File: src/rtl/forward_net_sequencer.sv
// forward_net_sequencer
//   Sequences one cost pass over n_samples samples through a forward network
//   with fixed latency LAT. For each sample it issues a load, waits for the
//   network/loss pipeline, then adds the sum of all L4 squared-error lanes
//   into the cost accumulator.
//
// Ports
//   clk, reset       clock (rising edge), asynchronous active-low reset
//   start, abort     begin a pass (IDLE only) / cancel the pass in progress
//   n_samples        sample count, latched when start is accepted
//   in_valid         source presents sample sample_idx
//   in_ready         sequencer accepts a sample this cycle
//   err_flat         L4 lanes of DW-bit squared error, lane k at [k*DW +: DW]
//   load             network captures the current sample
//   net_clear        clears network pipeline state at the start of a pass
//   acc_en           err_flat is accumulated this cycle
//   sample_idx       index of the sample being requested or processed
//   cost, overflow   accumulated cost and sticky overflow flag
//   busy, done       not idle / one-cycle pass completion pulse
//
// Configuration
//   FORWARD_NET_COST_SATURATE_EN  defined: cost clamps at 2^ACCW-1 on overflow.
//                                 undefined: cost wraps modulo 2^ACCW.

// One lane of the error adder chain: zero-extends the lane and adds it.
module fns_lane_add #(
  parameter int DW = 16,
  parameter int SW = 34
) (
  input  logic [DW-1:0] lane,
  input  logic [SW-1:0] part,
  output logic [SW-1:0] total
);
  assign total = part + SW'(lane);
endmodule

module forward_net_sequencer #(
  parameter int L4   = 2,
  parameter int DW   = 16,
  parameter int ACCW = 32,
  parameter int LAT  = 3,
  parameter int NW   = 8
) (
  input  logic               clk,
  input  logic               reset,
  input  logic               start,
  input  logic               abort,
  input  logic [NW-1:0]      n_samples,
  input  logic               in_valid,
  output logic               in_ready,
  input  logic [L4*DW-1:0]   err_flat,
  output logic               load,
  output logic               net_clear,
  output logic               acc_en,
  output logic [NW-1:0]      sample_idx,
  output logic [ACCW-1:0]    cost,
  output logic               overflow,
  output logic               busy,
  output logic               done
);
  // Sum width keeps one carry beyond the accumulator even with many lanes.
  localparam int SW      = ACCW + $clog2(L4) + 1;
  localparam int CW      = (LAT > 1) ? $clog2(LAT) : 1;
  localparam int WAIT_IV = (LAT >= 2) ? LAT - 2 : 0;

  typedef enum logic [2:0] {
    S_IDLE, S_CLEAR, S_ISSUE, S_WAIT, S_ACCUM, S_DONE
  } state_t;

  state_t          state, state_nxt;
  logic [CW-1:0]   cnt;
  logic [NW-1:0]   n_lat;
  logic            last;
  logic            abort_act;

  // ---------------- lane adder chain ----------------
  logic [L4-1:0][DW-1:0] lanes;
  logic [SW-1:0]         psum [L4+1];

  assign lanes   = err_flat;
  assign psum[0] = '0;

  for (genvar k = 0; k < L4; k++) begin : g_lane
    fns_lane_add #(.DW(DW), .SW(SW)) u_add (
      .lane  (lanes[k]),
      .part  (psum[k]),
      .total (psum[k+1])
    );
  end

  logic [SW-1:0]   cost_sum;
  logic            sum_ovf;
  logic [ACCW-1:0] cost_nxt;

  assign cost_sum = SW'(cost) + psum[L4];
  assign sum_ovf  = |cost_sum[SW-1:ACCW];

`ifdef FORWARD_NET_COST_SATURATE_EN
  // Once clamped, any further addition overflows again, so cost stays pinned.
  assign cost_nxt = sum_ovf ? {ACCW{1'b1}} : cost_sum[ACCW-1:0];
`else
  assign cost_nxt = cost_sum[ACCW-1:0];
`endif

  // ---------------- control ----------------
  assign last      = (sample_idx == (n_lat - NW'(1)));
  assign abort_act = abort && (state != S_IDLE);

  always_comb begin
    state_nxt = state;
    in_ready  = 1'b0;
    load      = 1'b0;
    net_clear = 1'b0;
    acc_en    = 1'b0;
    case (state)
      S_IDLE:  if (start) state_nxt = (n_samples != '0) ? S_CLEAR : S_DONE;
      S_CLEAR: begin
        net_clear = 1'b1;
        state_nxt = S_ISSUE;
      end
      S_ISSUE: begin
        in_ready = 1'b1;
        load     = in_valid;
        if (in_valid) state_nxt = (LAT == 1) ? S_ACCUM : S_WAIT;
      end
      S_WAIT:  if (cnt == '0) state_nxt = S_ACCUM;
      S_ACCUM: begin
        acc_en    = 1'b1;
        state_nxt = last ? S_DONE : S_ISSUE;
      end
      S_DONE:  state_nxt = S_IDLE;
      default: state_nxt = S_IDLE;
    endcase
    // Abort overrides any handshake or accumulate in the same cycle.
    if (abort_act) begin
      in_ready  = 1'b0;
      load      = 1'b0;
      acc_en    = 1'b0;
      state_nxt = S_IDLE;
    end
  end

  always_ff @(posedge clk or negedge reset) begin
    if (!reset) begin
      state      <= S_IDLE;
      cnt        <= '0;
      n_lat      <= '0;
      sample_idx <= '0;
      cost       <= '0;
      overflow   <= 1'b0;
      busy       <= 1'b0;
      done       <= 1'b0;
    end else begin
      state <= state_nxt;
      busy  <= (state_nxt != S_IDLE);
      done  <= (state_nxt == S_DONE);

      if (state == S_IDLE && start) begin
        n_lat <= n_samples;
        // Empty pass reports a zero cost straight away.
        if (n_samples == '0) begin
          cost       <= '0;
          overflow   <= 1'b0;
          sample_idx <= '0;
        end
      end

      if (state == S_CLEAR && !abort_act) begin
        cost       <= '0;
        overflow   <= 1'b0;
        sample_idx <= '0;
      end

      // WAIT lasts LAT-1 cycles: counter starts at LAT-2 and exits at zero.
      if (load)
        cnt <= CW'(WAIT_IV);
      else if (state == S_WAIT && cnt != '0)
        cnt <= cnt - CW'(1);

      if (acc_en) begin
        cost     <= cost_nxt;
        overflow <= overflow | sum_ovf;
        if (!last) sample_idx <= sample_idx + NW'(1);
      end
    end
  end

endmodule

File: config.mk
export PLATFORM = sky130hd
export DESIGN_NAME = forward_net_sequencer
export DESIGN_NICKNAME = d
export VERILOG_FILES = /design/src/rtl/forward_net_sequencer.sv
export SDC_FILE = /design/constraint.sdc
export NUM_CORES = 1
export LEC_CHECK = 0
export ABC_CLOCK_PERIOD_IN_PS = 2500
export BUFFER_PORTS_ARGS = -buffer_cell sky130_fd_sc_hd__buf_2
export CAP_MARGIN = 20
export CORE_AREA = 2 2 115 117
export CTS_CLUSTER_SIZE = 10
export DETAILED_ROUTE_END_ITERATION = 10
export DIE_AREA = 0 0 117 119
export PLACE_DENSITY_LB_ADDON = 0.25
export SYNTH_ARGS = -nofsm -noshare
export SYNTH_HDL_FRONTEND = slang
export SYNTH_HIERARCHICAL = 1
export SYNTH_SLANG_ARGS = --single-unit
export TNS_END_PERCENT = 30
File: constraint.sdc
create_clock -name clk -period 2.5 [get_ports clk]
set_input_delay 0.125 -clock clk [delete_from_list [all_inputs] [get_ports clk]]
set_output_delay 0.125 -clock clk [all_outputs]
set_load 0.01 [all_outputs]
-- Yosys cells after proc, flatten, opt, wreduce, memory -nomap -nowiden
Cells that the tools add are included.
- eq/ne operators: 6
- multiplexer cells: 29
- add/sub/neg operators: 5
- bitwise gates (word level): 1
- reduce and logical (&&, ||, !) cells: 17
- operators with widths (cell ; count):
    2-to-1 mux 32 bit ; 4
    2-to-1 mux 8 bit ; 5
    adder 32 x 34 -> 34 bit ; 1
    2-to-1 mux 3 bit ; 6
    adder 16 x 16 -> 17 bit ; 1
    one-hot mux 3 bit (5 select lines) ; 1
    nonzero test 3 bit ; 4
    2-to-1 mux 1 bit ; 11
    adder 8 x 1 -> 8 bit (second input constant) ; 1
    equality test 8 bit ; 1
    logical NOT 8 bit ; 1
    nonzero test 8 bit ; 1
    subtractor 8 x 1 -> 8 bit (second input constant) ; 1
    equality test 3 x 2 -> 1 bit (second input constant) ; 2
    equality test 3 bit (second input constant) ; 2
    logical AND 1 bit ; 4
    2-to-1 mux 2 bit ; 2
    nonzero test 2 bit ; 2
    equality test 3 x 1 -> 1 bit (second input constant) ; 1
    logical NOT 3 bit ; 1
    logical NOT 2 bit ; 1
    AND reduction 2 bit ; 1
    OR reduction 2 bit ; 1
    subtractor 2 x 1 -> 2 bit (second input constant) ; 1
    2 further kinds ; 2
- word-level logic and storage cells: 66
- bits in registers: 56

-- Longest topological paths before layout
Gate-level depths: netlist of the first run.
- depth in word-level cells: 7
- depth in mapped cells: 27
- mapped depth without buffers: 26

-- Hierarchy
The synthesis of the first run kept the hierarchy.
- by module, submodules not included (module ; instances ; area an instance (µm²) ; cells each ; sequential area each (µm²)):
    forward_net_sequencer ; 1 ; 4197.8 ; 497 ; 1401.3
    fns_lane_add ; 2 ; 1229.9 ; 167 ; 0.0

-- Worst setup path after synthesis of the first run
No wires, ideal clock.
- kind: in2reg
- from: input err_flat[1]
- to: register cost[26]
- stages: 20
- slack: -1.752 ns
- path buffers: 1
- arrival time: 4.126 ns
- required time: 2.374 ns
- cell sequence: inv_1 > fa_1 > inv_1 > inv_1 > fa_1 > and2b_1 > o2111ai_2 > a31oi_4 > nor2_1 > xnor2_1 > ha_1 > clkbuf_1 > nand4_1 > or3_1 > o22ai_1 > a21oi_1 > o21bai_1 > nand2_1 > mux2i_1 > a221o_1
- RTL lines (item ; line ; RTL):
    start, declared ; 51 ; input logic [L4*DW-1:0] err_flat,
    end signal, assigned ; 181 ; cost <= cost_nxt;
    end, declared ; 56 ; output logic [ACCW-1:0] cost,

==> impl_results.md, run 1 <==
- HPWL Detailed: 13.7 mm
- Worst slew pin tran: 0.533 ns
- Post-Syn Area per Cell: 8.01 um^2
- Largest family of logic cells by synthesized area: compound AO/OA/AOI/OAI gates
- Worst relative slew slack: 64.4%
- VDD IR max: 380 uV
- Pwr per Cell Area: 625 nW/um^2
- Post-Synth Simple-Gate Area: 22.8%
- Unique cell type count in the Yosys netlist: 72
- Per-cell routed wire length: 14.3 um
- Top post-synthesis cells by count: nand2_1 (73), ha_1 (67), nor2_1 (67), a21oi_1 (62), dfrtp_1 (56)
- Synthesized area: 6660 um^2
- Seq cells post-synth: 56
- Share of cells above drive strength 1: 33.1%
- Pins Over Slew Limit: 0
- Clock skew: 0.00883 ns
- Num CTS Buffers: 5
- Initial Utilization: 51.7%
- Min-delay src: n_samples[1]
- Adder-Cell Fraction of Synth Area: 13.5%
- Total core area: 12900 um^2
- Sequential Area: 1400 um^2
- Start point of the critical path: err_flat[1]
- Fill count: 987
- DRT Pass-1 Iters: 5
- Global-route wire length before repair: 29.2 mm
- Synth Area in XOR/XNOR: 13.0%
- Post-route ant nets: 0
- Synth top area cells: dfrtp_1 (21%), ha_1 (13%), xnor2_1 (7.0%), xor2_1 (6.1%), a21oi_1 (4.7%)
- Die width: 117 um
- CTS H-tree lvls: 2
- GPL Wtd Cong: 0.934
- Compound-Gate Fraction of Synth Area: 24.0%
- Area of the multi-input gates: 5790 um^2
- Synth Flop Type: dfrtp_1
- Remaining DRCs: 0
- Failing checks: setup timing
- Vias: 7119
- Peak fanout along the critical path: 4
- P&R area growth vs syn: 42.1%
- Final Critical Period: 3.85 ns
- CTS clk-pin slew, worst paths: 0.08 ns
- Fin Setup TNS: -28.52 ns
- Fin. Hold Viols: 0
- Synth top area share: 21.0%
- Dpl cell area: 8610 um^2
- Initial antenna violation count: 0
- Post-synthesis cell count: 831
- Crit path DAT: 4.03 ns
- Area leader, netlist: dfrtp_1
- Critical path launch point type: input pin
- Post-synthesis mux area share: 1.92%
- Ys Warns: 6
- Final Net Count: 1256
- Root buffer cell: clkbuf_16
- Critical Path RT: 2.68 ns
- Clock Tree Buf Depth: 2
- Clock sink total: 56
- Worst reg-to-reg setup slack: -0.21 ns
- Asr flop ratio synth: 100%
- CTS tree: yes
- Max_cap viols: 0
- Highest clock rate: 259 MHz
- Finished Cell Area: 9460 um^2
- Final setup fails: 37
- N_diodes: 0
- DRT iter0 DRCs: 412
- Leakage: 4.63 nW
- Sequential share of the synthesized area: 21.0%
- Period utilisation layout: 154%
- Status: finished with violations
- Total Routed Length: 18.8 mm
- Core Rows: 42
- IO Count: 92
- Largest net degree at the start of global routing: 43
- Critical Path End Type: flop
- Total grt overflow: 0
- IO buf count: 91
- R2r startpoint: cost[0]
- Die Span Y: 119 um
- Vias in the first global route: 6590
- Setup CP Type: input pin to flop
- Vias per std cell: 5.40
- Die ar.: 13900 um^2
- Cell with the most instances after synthesis: nand2_1
- Gr usage total: 25.4%
- Post-layout worst setup margin: -1.35 ns
- Hold crit path type: input pin to flop
- RSZ-0062 raised after global routing: true
- Worst-Skew Late Latency: 0.31 ns
- Post-synth EDFFs: 0
==> final timing paths <==
| path | to | depth (start not counted) |
|---|---|---|
| max in group asynchronous | cost[27] | 3 |
| min in group asynchronous | state[0] | 2 |
| max reg2reg | cost[26] | 13 |
| min reg2reg | cost[23] | 2 |
| min | n_lat[1] | 3 |
| max | cost[30] | 24 |
==> per-layer routing <==
metal  vias to the layer above  GRT usage (%)  wire (um)
li1                       3569              -          -
met2                       234           43.5       9070
met4                         0           7.13        472
met5                         -              0          0
met1                      3276           33.5       8340
met3                        40           3.00        911
==> cell families after synthesis <==
group / after synthesis
AND/OR/NAND/NOR: 292
buffers and inverters: 63
XOR/XNOR: 99
flip-flops: 56
multiplexers: 12
other: 1
adder cells (fa/ha/maj): 70
AO/OA/AOI/OAI: 238
==> stage by stage <==
stage | setup WS, ns | power [W] | hold WS (ns) | utilization [%] | std cells
global placement | -1.65 | 0.00445 | 0.0604 | 66.9 | 1286
finish | -1.35 | 0.00591 | 0.0396 | 73.5 | 1318
CTS | -1.19 | 0.00542 | 0.0390 | 69.7 | 1301
detailed placement | -1.78 | 0.00451 | 0.0540 | 66.9 | 1286
global route | -1.54 | 0.00631 | 0.0634 | 73.5 | 1318
floorplan | -1.45 | 0.00334 | -0.171 | - | 903
==> report_power, final <==
part / leakage, nW / total (W) / switching (W) / internal [W]
Sequential: 0.754 / 0.00120 / 0.000142 / 0.00106
Clock: 0.0702 / 0.000735 / 0.000361 / 0.000375
Combinational: 3.80 / 0.00398 / 0.00203 / 0.00195
Total: 4.63 / 0.00591 / 0.00253 / 0.00338
==> area by class of cell <==
class / instances / share of cell area [%]
well taps: 176 / 2.33
clock inverters: 3 / 0.225
flip-flops and latches: 56 / 14.8
multi-input cells: 784 / 61.2
repair buffers: 252 / 18.3
clock buffers: 5 / 1.32
inverters: 42 / 1.75
==> placed cells by master, fill, tap and decap left out, types with 34 or more instances in the layout <==
| cell type | count |
|---|---|
| dfrtp_1 | 56 |
| xnor2_1 | 50 |
| buf_2 | 88 |
| nor2_1 | 65 |
| buf_4 | 150 |
| o21ai_0 | 34 |
| ha_1 | 55 |
| nand2_1 | 71 |
| conb_1 | 73 |
| nand3_1 | 34 |
| xor2_1 | 46 |
| a21oi_1 | 44 |
| inv_1 | 37 |
==> critical path, cell delays in order <==
cell,delay [ns]
buf_8,0.09
inv_8,0.02
fa_1,0.44
inv_2,0.08
inv_2,0.04
fa_2,0.33
and2b_2,0.25
o2111ai_4,0.16
a31oi_4,0.21
o41ai_2,0.09
xnor2_1,0.18
ha_1,0.30
buf_6,0.14
a21oi_4,0.19
nand2_2,0.11
buf_6,0.13
a21oi_4,0.15
o22ai_4,0.11
a21oi_4,0.21
buf_6,0.13
o21bai_4,0.07
a31oi_2,0.24
xor2_1,0.16
o21ai_1,0.07
==> flip-flops by register name, indices dropped and copies added (netlist names) <==
name / cells
busy: 1
cnt: 2
cost: 32
done: 1
n_lat: 8
overflow: 1
sample_idx: 8
state: 3
==> repair_timing <==
action,CTS,global route
setup endpoints to repair,38,40
hold buffers,1,0
resized for setup,42,69
setup buffers,6,19
hold endpoints to repair,14,0
pin swaps,31,43
Note: power is estimated with default switching activity, not from simulation.
==> run 2, diff against run 1 <==
--- a/config.mk
+++ b/config.mk
@@ -8,10 +8,10 @@
 export ABC_CLOCK_PERIOD_IN_PS = 2500
 export BUFFER_PORTS_ARGS = -buffer_cell sky130_fd_sc_hd__buf_2
 export CAP_MARGIN = 20
-export CORE_AREA = 2 2 115 117
+export CORE_AREA = 2 2 105 127
 export CTS_CLUSTER_SIZE = 10
 export DETAILED_ROUTE_END_ITERATION = 10
-export DIE_AREA = 0 0 117 119
+export DIE_AREA = 0 0 107 129
 export PLACE_DENSITY_LB_ADDON = 0.25
 export SYNTH_ARGS = -nofsm -noshare
 export SYNTH_HDL_FRONTEND = slang
==> impl_results.md, run 2 (same netlist as run 1, synthesis figures left out) <==
- Max_cap viols: 0
- P&R area growth vs syn: 40.9%
- IO Count: 92
- VDD IR max: 434 uV
- Clock Tree Buf Depth: 2
- CTS H-tree lvls: 2
- Final Net Count: 1253
- Largest net degree at the start of global routing: 41
- Die width: 107 um
- Placement Setup Slack: -1.78 ns
- Final setup fails: 38
- Combinational fraction of design power: 65.1%
- Worst relative slew slack: 28.3%
- Final Critical Period: 3.96 ns
- Sw frac: 41.6%
- Pwr per Cell Area: 642 nW/um^2
- CTS tree: yes
- Post-layout worst setup margin: -1.46 ns
- Post-route ant nets: 0
- Net load switching power: 0.00251 W
- Num CTS Buffers: 5
- Pins Over Slew Limit: 0
- Vias per std cell: 5.47
- Initial Utilization: 53.0%
- Most frequent cells in the layout: buf_4 (148), buf_2 (89), conb_1 (73), nand2_1 (71), nor2_1 (63)
- Total grt overflow: 0
- Largest reg by FF count: cost
- Period utilisation layout: 158%
- Peak fanout along the critical path: 3
- Status: finished with violations
- Root buffer cell: clkbuf_16
- Global-route wire length before repair: 30.1 mm
- HPWL Detailed: 14.4 mm
- Leakage: 4.64 nW
- Total core area: 12600 um^2
- Critical Path RT: 2.68 ns
- Die ar.: 13800 um^2
- Failing checks: setup timing
- Placed insts: 1278
- R2r worst-path depth: 9
- Crit path DAT: 4.14 ns
- Clock sink total: 56
- Commonest non-fill, non-tap cell in the layout: buf_4
- Vias: 7123
- Total Routed Length: 19.3 mm
- DRT Pass-1 Iters: 5
- Gr usage total: 26.6%
- IO buf count: 91
- Setup CP Type: input pin to flop
- Worst hold path stage count: 3
- Vias in the first global route: 6841
- Worst reg-to-reg setup slack: -0.26 ns
- Top flop regs: cost (32), n_lat (8), sample_idx (8)
- Fin. Hold Viols: 0
- RSZ-0062 raised after global routing: true
- Max reg flops: 32
- CTS clk-pin slew, worst paths: 0.07 ns
- Core Rows: 45
- Power share of the clock group: 15.1%
- N_diodes: 0
- Highest clock rate: 253 MHz
- P_int: 0.00352 W
- Worst slew pin tran: 1.07 ns
- Die Span Y: 129 um
- DRT iter0 DRCs: 337
- Worst-Skew Late Latency: 0.30 ns
- Final Non-Filler Cells: 1302
- Seq pwr share: 19.8%
- Critical path launch point type: input pin
- Critical Path End Type: flop
- Share of cells above drive strength 1: 31.9%
- Initial antenna violation count: 0
- Hold crit path type: input pin to flop
- Remaining DRCs: 0
- Clock skew: 0.00620 ns
- Per-cell routed wire length: 14.9 um
- GPL Wtd Cong: 0.908
==> run 2: repair_timing <==
item,in CTS,in global routing
pin swaps,34,31
endpoints found under the setup margin,38,41
buffers inserted,8,9
hold buffers,1,0
resized for setup,40,51
endpoints found under the hold margin,20,0
==> run 2: worst max-delay path, cell delays in order <==
cell	delay (ns)
buf_8	0.09
inv_8	0.02
fa_1	0.45
inv_2	0.09
inv_2	0.04
fa_2	0.35
and2b_2	0.27
o2111ai_4	0.17
buf_4	0.18
buf_6	0.10
nand2_2	0.05
buf_4	0.13
xor2_4	0.08
ha_4	0.18
buf_4	0.15
nor4_4	0.28
o21ai_2	0.11
a31oi_1	0.23
o21bai_1	0.13
and3_4	0.18
buf_4	0.14
o41ai_4	0.21
buf_4	0.17
xor2_2	0.13
o21ai_1	0.07
==> run 2: stage by stage <==
step	hold WS [ns]	utilization [%]	setup TNS (ns)	total power (W)	area, um^2
2_1_floorplan	-0.171	-	-25.94	0.00334	6990
3_3_place_gp	0.127	68.7	-37.32	0.00449	8620
3_5_place_dp	0.132	68.7	-40.10	0.00458	8620
4_1_cts	0.0480	71.9	-28.03	0.00563	9020
5_1_grt	0.0789	74.7	-38.60	0.00643	9380
6_report	0.0504	74.7	-33.02	0.00603	9380
==> run 2: area by class of cell <==
class | instances | area (um^2)
Clock buffer | 5 | 125
Clock inverter | 2 | 60.1
Fill cell | 909 | 3170
Inverter | 42 | 165
Multi-Input combinational cell | 784 | 5720
Sequential cell | 56 | 1400
Tap cell | 164 | 205
Timing Repair Buffer | 249 | 1700
==> run 2: worst paths after layout <==
path | from | endpoint
max | err_flat[1] | cost[13]
min | n_samples[1] | n_lat[1]
max reg2reg | n_lat[2] | busy
min reg2reg | cost[24] | cost[24]
max in group asynchronous | reset | sample_idx[3]
min in group asynchronous | reset | cost[1]
==> run 2: metal layers <==
metal	vias up	routed length, um	track usage, %
met3	51	937	2.53
met4	0	600	9.17
li1	3558	-	-
met2	212	9900	50.2
met5	-	0	0
met1	3302	7900	31.1
==> run 2: power groups by stage <==
stage                     sequential (W)  clock [W]  combinational, W
after CTS                        0.00119   0.000912           0.00353
after global routing             0.00122   0.000950           0.00427
after global placement           0.00120          0           0.00329
after detailed placement         0.00121          0           0.00337
final                            0.00119   0.000910           0.00392
after floorplan                  0.00122          0           0.00212
